[src/rtl/if_stage_pkg.sv]
// Shared definitions for the instruction-fetch stage: bus widths, IF state
// encodings and the sequential-PC helper.
package if_stage_pkg;

    localparam int FS_TO_DS_BUS_WD = 64;
    localparam int BR_BUS_WD       = 33;

    typedef enum logic [1:0] {
        FS_REQ   = 2'd0,
        FS_WAIT  = 2'd1,
        FS_VALID = 2'd2
    } fs_state_e;

    function automatic logic [31:0] seq_pc(input logic [31:0] pc);
        return pc + 32'd4;
    endfunction

endpackage

[src/rtl/if_stage.sv]
// MIPS instruction-fetch stage: one outstanding SRAM request, an IF->ID
// valid/allowin handoff, and a branch buffer that defers redirects past the delay slot.
module if_stage
    import if_stage_pkg::*;
#(
    parameter logic [31:0] RESET_PC = 32'hBFC0_0000
) (
    input  logic                       clk,
    input  logic                       reset,
    input  logic                       ds_allowin,
    input  logic [BR_BUS_WD-1:0]       br_bus,
    output logic                       fs_to_ds_valid,
    output logic [FS_TO_DS_BUS_WD-1:0] fs_to_ds_bus,
    output logic                       inst_sram_req,
    output logic                       inst_sram_wr,
    output logic [1:0]                 inst_sram_size,
    output logic [31:0]                inst_sram_addr,
    output logic [31:0]                inst_sram_wdata,
    input  logic                       inst_sram_addr_ok,
    input  logic                       inst_sram_data_ok,
    input  logic [31:0]                inst_sram_rdata
);

    fs_state_e   state;
    fs_state_e   state_next;
    logic [31:0] fs_pc;
    logic [31:0] inst_buf;
    logic        br_buf_valid;
    logic [31:0] br_buf_target;
    logic [31:0] next_pc;
    logic        br_taken;
    logic [31:0] br_target;
    logic        handoff;

    assign br_taken  = br_bus[32];
    assign br_target = br_bus[31:0];

    assign fs_to_ds_valid = (state == FS_VALID);
    assign handoff        = fs_to_ds_valid && ds_allowin;
    assign fs_to_ds_bus   = {inst_buf, fs_pc};

    assign inst_sram_req   = (state == FS_REQ);
    assign inst_sram_wr    = 1'b0;
    assign inst_sram_size  = 2'd2;
    assign inst_sram_addr  = fs_pc;
    assign inst_sram_wdata = 32'h0;

    // A live redirect beats a buffered one; both only land on the delay slot's handoff.
    always_comb begin
        next_pc = seq_pc(fs_pc);
        if (br_taken) begin
            next_pc = br_target;
        end else if (br_buf_valid) begin
            next_pc = br_buf_target;
        end
    end

    always_comb begin
        state_next = state;
        case (state)
            FS_REQ:   if (inst_sram_addr_ok) state_next = FS_WAIT;
            FS_WAIT:  if (inst_sram_data_ok) state_next = FS_VALID;
            FS_VALID: if (handoff)           state_next = FS_REQ;
            default:                         state_next = FS_REQ;
        endcase
    end

    always_ff @(posedge clk) begin
        if (reset) begin
            state        <= FS_REQ;
            fs_pc        <= RESET_PC;
            inst_buf     <= 32'h0;
            br_buf_valid <= 1'b0;
        end else begin
            state <= state_next;
            if (state == FS_WAIT && inst_sram_data_ok) begin
                inst_buf <= inst_sram_rdata;
            end
            if (handoff) begin
                fs_pc        <= next_pc;
                br_buf_valid <= 1'b0;
            end else if (br_taken) begin
                br_buf_valid <= 1'b1;
            end
        end
    end

    // Target is data only; its validity flag above carries the reset.
    always_ff @(posedge clk) begin
        if (!handoff && br_taken) begin
            br_buf_target <= br_target;
        end
    end

endmodule
[config.mk]
export PLATFORM = sky130hd
export DESIGN_NAME = if_stage
export DESIGN_NICKNAME = d
export VERILOG_FILES = /design/src/rtl/if_stage_pkg.sv /design/src/rtl/if_stage.sv
export SDC_FILE = /design/constraint.sdc
export NUM_CORES = 1
export LEC_CHECK = 0
export BUFFER_PORTS_ARGS = -buffer_cell sky130_fd_sc_hd__buf_2
export CORE_MARGIN = 5
export CORE_UTILIZATION = 49
export CTS_CLUSTER_DIAMETER = 60
export DETAILED_ROUTE_END_ITERATION = 8
export GPL_ROUTABILITY_DRIVEN = 0
export GPL_TIMING_DRIVEN = 0
export PLACE_DENSITY = 0.87
export SLEW_MARGIN = 10
export SYNTH_ARGS = -nofsm -noshare
export SYNTH_HDL_FRONTEND = slang
export SYNTH_SLANG_ARGS = --single-unit
export TNS_END_PERCENT = 30
[constraint.sdc]
create_clock -name clk -period 3.05 [get_ports clk]
set_input_delay 0.4575 -clock clk [delete_from_list [all_inputs] [get_ports clk]]
set_output_delay 0.4575 -clock clk [all_outputs]
set_load 0.01 [all_outputs]
==> impl_metrics.py, run 1 <==
metrics = {
    "setup_path": {
        "path_class": "in -> reg",
        "crit_path_start_kind": "primary input",
        "crit_path_end_kind": "register",
        "worstPathMaxFanout": 32,
        "cp_data_arrival_time_ns": 2.65,
        "r2r_slack_ns": 0.62,
        "reg2reg_to": "br_buf_target[16]$_DFFE_PP_",
        "r2r_cells": 4,
        "reg2reg_from": "state[1]$_SDFFE_PP0P_",
        "crit_required_ns": 3.06,
    },
    "synthesis": {
        "synth.distinct_cells": 61,
        "netlist_instances": 554,
        "synth_edf_count": 32,
        "ys_seq_area_frac": 0.4681,
        "synth_flop_cell": "dfxtp_1",
        "synth_top_cell_by_area": "dfxtp_1",
        "synth.avg_cell_area_um2": 8.878,
        "synth_warnings": 0,
        "ys_seq_elements": 99,
        "async_flop_share": 0,
        "synth_top_area_share": 0.2727,
        "ys_top_cells_by_area": "dfxtp_1 27%, edfxtp_1 20%, buf_4 10%",
        "syn-cell-area_um2": 4918,
    },
    "pwr": {
        "peakVddDrop_mv": 0.3052,
        "powerDensity_nw_per_um2": 427.9,
        "power.leakage_nw": 2.774,
    },
    "floorplanning": {
        "die_h_um": 110.2,
        "core-area_um2": 9774,
        "die-area_um2": 12140,
        "die_x_um": 110.2,
        "rows": 36,
        "ioPinCount": 203,
        "initial_utilization": 0.5032,
    },
    "hold_path": {
        "holdCritPathClass": "in -> reg",
        "whs_endpoint": "br_buf_target[29]$_DFFE_PP_",
        "holdPathStages": 1,
        "holdCritStartpoint": "br_bus[29]",
    },
    "drt": {
        "wl_um": 15190,
        "drc": 0,
        "vias_per_cell": 5.560,
        "wl_per_cell_um": 16.86,
        "drt_iter0_drc": 458,
        "ant_nets": 0,
        "vias": 5010,
        "drtPass1Iterations": 5,
    },
    "final_layout": {
        "final_nets": 835,
        "mostFrequentLayoutCells": "167 x buf_2, 92 x nand2_1, 67 x buf_4, 67 x dfxtp_1, 52 x a21oi_1",
        "fin_util": 0.6393,
        "fillers": 820,
        "final_common_cell": "buf_2",
        "area_delta_synth_final_pct": 27.04,
        "final_cell_count_no_fill": 901,
        "drive_gt1_frac": 0.3333,
        "fin_area_um2": 6248,
        "num_antenna_cells": 0,
    },
    "cts": {
        "clk_transition_reported_paths_ns": 0.09,
        "cts_tree": "yes",
        "clk_latency_ns": 0.38,
        "post_cts_buffers": 0,
        "clock_sinks": 99,
        "cts_resized": 0,
        "cts-hold-fix-buffers": 0,
        "cts_buffers": 9,
        "cts_max_path_buffers": 2,
        "cts_htree_levels": 3,
        "cts-root-buf": "clkbuf_8",
    },
    "timing": {
        "drv_slew": 0,
        "max_freq_mhz": 378.9,
        "finalSetupViolCount": 0,
        "fin_crit_sh": 0.8653,
        "finalHoldViolCount": 0,
        "worst_slack_ns": 0.4108,
        "min_period_ns": 2.639,
        "skew_ns": 0.008318,
        "maxSlewHeadroom": 0.4615,
        "tightest_slew_ns": 0.8015,
        "hold_slack_ns": 0.2693,
        "rsz0062_at_grt": "no",
    },
    "global_routing": {
        "grt_overflow": 0,
        "use_met2": 0.4021,
        "busiest_layer": "met2",
        "grt_pass1_wl_um": 22650,
        "met1_usage": 0.2992,
        "antenna_found_initial": 0,
        "grt_use_total": 0.2425,
        "grt_pass1_vias": 4716,
        "use_met3": 0.03436,
        "grt_max_degree": 33,
    },
    "placed_design": {
        "place_area_um2": 6041,
        "pre_cts_ws_ns": 0.05506,
        "hpwl_um": 11250,
        "dp_cells": 886,
        "numPortBuffers": 166,
    },
    "status": {
        "outcome": "finished, final reports clean",
    },
    "run": {
        "maxCapViolations": 0,
    },
}
==> sequential cells by signal, indices dropped and copies added (netlist names) <==
name	count
state	2
inst_sram_addr	32
br_buf_valid	1
br_buf_target	32
inst_buf	32
==> final cells by class <==
| cell class | count | area (um2) | area share |
|---|---|---|---|
| clock inverter | 2 | 12.51 | 0.002002 |
| buffer | 105 | 646.9 | 0.1035 |
| inverter | 10 | 37.54 | 0.006007 |
| timing repair buffer | 166 | 830.8 | 0.1330 |
| tap | 133 | 166.4 | 0.02663 |
| multi-input combinational | 373 | 2057 | 0.3292 |
| clock buffer | 13 | 195.2 | 0.03124 |
| sequential | 99 | 2302 | 0.3684 |
==> worst max path at each step <==
stage	from	endpoint	slack (ns)	cells past startpoint
floorplan	br_bus[32]	br_buf_target[0]$_DFFE_PP_	0.56	4
finish	br_bus[32]	br_buf_target[16]$_DFFE_PP_	0.41	4
global placement	br_bus[32]	br_buf_target[30]$_DFFE_PP_	-0.34	4
CTS	br_bus[32]	br_buf_target[20]$_DFFE_PP_	0.45	4
global route	br_bus[32]	br_buf_target[26]$_DFFE_PP_	0.29	4
detailed placement	br_bus[32]	br_buf_target[20]$_DFFE_PP_	0.06	4
==> report_power, final <==
part | leakage [nW] | switching, W | internal (W)
combinational | 1.81 | 0.000205 | 0.000147
clock | 0.110 | 0.000449 | 0.000425
sequential | 0.856 | 0.0000340 | 0.00141
total | 2.77 | 0.000688 | 0.00199
==> kinds of logic after synthesis <==
group,count (synthesis),share of synthesized area
flip-flops,99,0.4681
XOR/XNOR,1,0.001781
buffers and inverters,115,0.1391
adder cells (fa/ha/maj),1,0.002543
other,2,0.001527
multiplexers,6,0.01221
AO/OA/AOI/OAI,147,0.1979
AND/OR/NAND/NOR,183,0.1768
==> synth_stat cells, types with 2 or more instances <==
cell type / n
and4_1: 3
o21ai_0: 23
mux2i_1: 6
nor2b_1: 3
buf_4: 67
or4_1: 2
nor3_1: 11
a21oi_1: 52
o22ai_1: 3
o32ai_1: 3
edfxtp_1: 32
and3_1: 3
o221ai_1: 2
a22o_1: 5
nand2b_1: 3
a211oi_1: 3
nand3_1: 8
or3_1: 3
clkbuf_1: 37
o31ai_1: 3
a221oi_1: 9
o211ai_1: 3
and2_1: 2
nor2_1: 28
a41oi_1: 2
nand2_1: 92
or2_2: 3
a311oi_1: 2
a221o_1: 5
a22oi_1: 11
nand4_1: 7
nor3b_1: 3
conb_1: 2
a32o_1: 2
a21o_1: 3
inv_1: 10
nor4_1: 5
dfxtp_1: 67
o41ai_1: 2
a31oi_1: 3
==> per-layer routing <==
metal / up-vias / routed length, um
li1: 2313 / -
met1: 2279 / 5776
met2: 351 / 7198
met3: 67 / 1517
met4: 0 / 696
met5: - / 0
==> per-stage QoR <==
| stage | setup TNS, ns | power, W |
|---|---|---|
| CTS | 0 | 0.002679 |
| detailed placement | 0 | 0.001821 |
| floorplan | 0 | 0.001680 |
| finish | 0 | 0.002674 |
| global route | 0 | 0.002776 |
| global placement | -10.81 | 0.001808 |
==> critical path: stages <==
cell      delay (ns)
clkbuf_1        0.32
clkbuf_1        0.55
clkbuf_1        0.51
and2_2          0.79
No activity file was read; power rests on OpenSTA's default activity.
==> run 2, diff against run 1 <==
--- a/config.mk
+++ b/config.mk
@@ -5,6 +5,7 @@
 export SDC_FILE = /design/constraint.sdc
 export NUM_CORES = 1
 export LEC_CHECK = 0
+export ABC_AREA = 1
 export BUFFER_PORTS_ARGS = -buffer_cell sky130_fd_sc_hd__buf_2
 export CORE_MARGIN = 5
 export CORE_UTILIZATION = 49
@@ -12,7 +13,8 @@
 export DETAILED_ROUTE_END_ITERATION = 8
 export GPL_ROUTABILITY_DRIVEN = 0
 export GPL_TIMING_DRIVEN = 0
-export PLACE_DENSITY = 0.87
+export PLACE_DENSITY = 0.86
+export SETUP_SLACK_MARGIN = 0.2
 export SLEW_MARGIN = 10
 export SYNTH_ARGS = -nofsm -noshare
 export SYNTH_HDL_FRONTEND = slang
==> run 2 against run 1 <==
Effect of this change:
- via count down 1.6%
- cell count up 11%
- clock power down 2%
- setup slack better by 0.48 ns
- critical path depth up 3
- wire length down 4.9%
- critical path type is now reg -> reg
- largest power group unchanged
- highest routed layer unchanged
==> impl_metrics.py, run 2 <==
metrics = {
    "status": {
        "outcome": "finished, final reports clean",
    },
    "timing": {
        "fin_crit_sh": 0.7077,
        "tightest_slew_ns": 0.7340,
        "drv_slew": 0,
        "rsz0062_at_grt": "no",
        "max_freq_mhz": 463.3,
        "tns_ns": 0,
        "finalSetupViolCount": 0,
        "maxSlewHeadroom": 0.5099,
        "finalHoldViolCount": 0,
        "skew_ns": 0.01085,
        "min_period_ns": 2.159,
    },
    "cts": {
        "clock_sinks": 99,
        "cts-hold-fix-buffers": 0,
        "cts_max_path_buffers": 2,
        "cts_resized": 0,
        "cts_htree_levels": 3,
        "clk_transition_reported_paths_ns": 0.10,
        "clk_latency_ns": 0.38,
        "cts_buffers": 9,
        "cts_tree": "yes",
        "cts-root-buf": "clkbuf_8",
        "post_cts_buffers": 0,
    },
    "final_layout": {
        "mostFrequentLayoutCells": "175 x buf_2, 128 x nand2_1, 67 x buf_4, 67 x dfxtp_1, 65 x inv_1",
        "drive_gt1_frac": 0.3210,
        "area_delta_synth_final_pct": 25.67,
        "fillers": 920,
        "final_cell_count_no_fill": 1002,
        "num_antenna_cells": 0,
        "final_common_cell": "buf_2",
        "multi_input_area_um2": 2090,
        "seq_area_um2": 2302,
        "final_nets": 932,
    },
    "synthesis": {
        "synth_top_area_share": 0.2606,
        "synthTopCellsByCount": "128 x nand2_1, 67 x buf_4, 67 x dfxtp_1, 66 x inv_1, 64 x a21oi_1",
        "syn-cell-area_um2": 5146,
        "ys_seq_elements": 99,
        "synth_flop_cell": "dfxtp_1",
        "netlist_instances": 651,
        "synth_edf_count": 32,
        "synth_top_cell_by_area": "dfxtp_1",
        "synth.distinct_cells": 34,
        "yosysMostFrequentCell": "nand2_1",
        "async_flop_share": 0,
        "ys_seq_area_frac": 0.4474,
        "synth.avg_cell_area_um2": 7.905,
        "synth_warnings": 0,
        "ys_top_cells_by_area": "dfxtp_1 26%, edfxtp_1 19%, buf_4 9.8%",
    },
    "placed_design": {
        "numPortBuffers": 166,
        "dp_cells": 986,
        "hpwl_um": 11250,
    },
    "drt": {
        "wl_um": 14450,
        "vias": 4931,
        "wl_per_cell_um": 14.42,
        "drc": 0,
        "vias_per_cell": 4.921,
        "drt_iter0_drc": 298,
        "ant_nets": 0,
        "drtPass1Iterations": 6,
    },
    "pwr": {
        "peakVddDrop_mv": 0.3565,
        "power_w": 0.002671,
        "powerDensity_nw_per_um2": 412.9,
        "power.leakage_nw": 3.233,
    },
    "setup_path": {
        "path_class": "reg -> reg",
        "cp_common_cell": "buf_2",
        "slowest_delay_ns": 0.56,
        "cp_cell_sequence": "inv_1 > nor2_4 > nand2_2 > buf_2 > buf_2 > nand2_1 > inv_2",
        "crit_path_start_kind": "register",
        "slowest_stage": "inv_2",
        "crit_path_end_kind": "register",
        "r2r_slack_ns": 0.89,
        "crit_required_ns": 3.06,
        "cp_data_arrival_time_ns": 2.17,
        "worstPathMaxFanout": 32,
    },
    "global_routing": {
        "grt_max_degree": 33,
        "grt_pass1_vias": 4893,
        "grt_overflow": 0,
        "grt_pass1_wl_um": 23370,
        "grt_use_total": 0.2278,
        "antenna_found_initial": 0,
    },
    "floorplanning": {
        "core-area_um2": 10280,
        "die_h_um": 112.5,
        "initial_utilization": 0.5007,
        "rows": 37,
        "ioPinCount": 203,
        "die-area_um2": 12650,
        "die_x_um": 112.5,
    },
    "run": {
        "maxCapViolations": 0,
    },
    "hold_path": {
        "holdCritPathClass": "in -> reg",
    },
}
run 2: changes by cell type after synthesis, moves of 10 or more:
cell      before  now
a21oi_1       52   64
nor2_1        28   59
nor3_1        11    0
inv_1         10   66
nand3_1        8   18
clkbuf_1      37   17
nand2_1       92  128
o21ai_0       23   54
run 2: power by group:
part	leakage [nW]	internal, W	switching, W
Clock	0.100	0.000364	0.000494
Sequential	0.858	0.00142	0.0000372
Combinational	2.28	0.000151	0.000200
Total	3.23	0.00194	0.000731
run 2: kinds of logic after synthesis:
logic type / count (synthesis) / share of synthesized area
fa+ha+maj: 1 / 0.002431
buf+inv: 162 / 0.1707
xor+xnor: 10 / 0.01848
simple gates: 225 / 0.1909
compound gates: 152 / 0.1687
other cells: 2 / 0.001459
flops: 99 / 0.4474
run 2: metal layers:
| layer | global-route usage | vias up | part of all wire |
|---|---|---|---|
| met3 | 0.06792 | 29 | 0.088 |
| li1 | - | 2453 | - |
| met4 | 0.08814 | 0 | 0.026 |
| met1 | 0.2661 | 2236 | 0.40 |
| met2 | 0.3929 | 213 | 0.49 |
| met5 | 0 | - | 0 |
run 2: area by class of cell:
cell class	instances	area share
sequential	99	0.3560
multi-input combinational	423	0.3231
timing repair buffer	166	0.1285
buffer	94	0.09634
inverter	68	0.03947
tap	136	0.02631
clock buffer	12	0.02418
clock inverter	4	0.006191
run 2: path summary, 6_finish.rpt:
kind                             start                     endpoint  cells after the start
min                          br_bus[1]   br_buf_target[1]$_DFFE_PP_                      1
min reg2reg  inst_buf[24]$_SDFFE_PP0P_    inst_buf[24]$_SDFFE_PP0P_                      2
max              state[1]$_SDFFE_PP0P_  br_buf_target[21]$_DFFE_PP_                      7
max reg2reg      state[1]$_SDFFE_PP0P_  br_buf_target[21]$_DFFE_PP_                      7
run 2: metrics by stage:
| step | util | area, um2 | setup slack [ns] | hold slack (ns) |
|---|---|---|---|---|
| after floorplan | - | 5270 | 1.060 | 0.4677 |
| after global placement | 0.6102 | 6271 | 0.4309 | 0.4290 |
| after detailed placement | 0.6102 | 6271 | 0.3609 | 0.4358 |
| after CTS | 0.6293 | 6467 | 0.4737 | 0.2475 |
| after global routing | 0.6293 | 6467 | 0.7253 | 0.2445 |
| final | 0.6293 | 6467 | 0.8914 | 0.2598 |
run 2: critical path, delay by kind of cell, from the launching register on:
family | cells | cell delay [ns]
and+or+nand+nor | 3 | 0.25
buffers and inverters | 4 | 1.20
DFF | 1 | 0.33
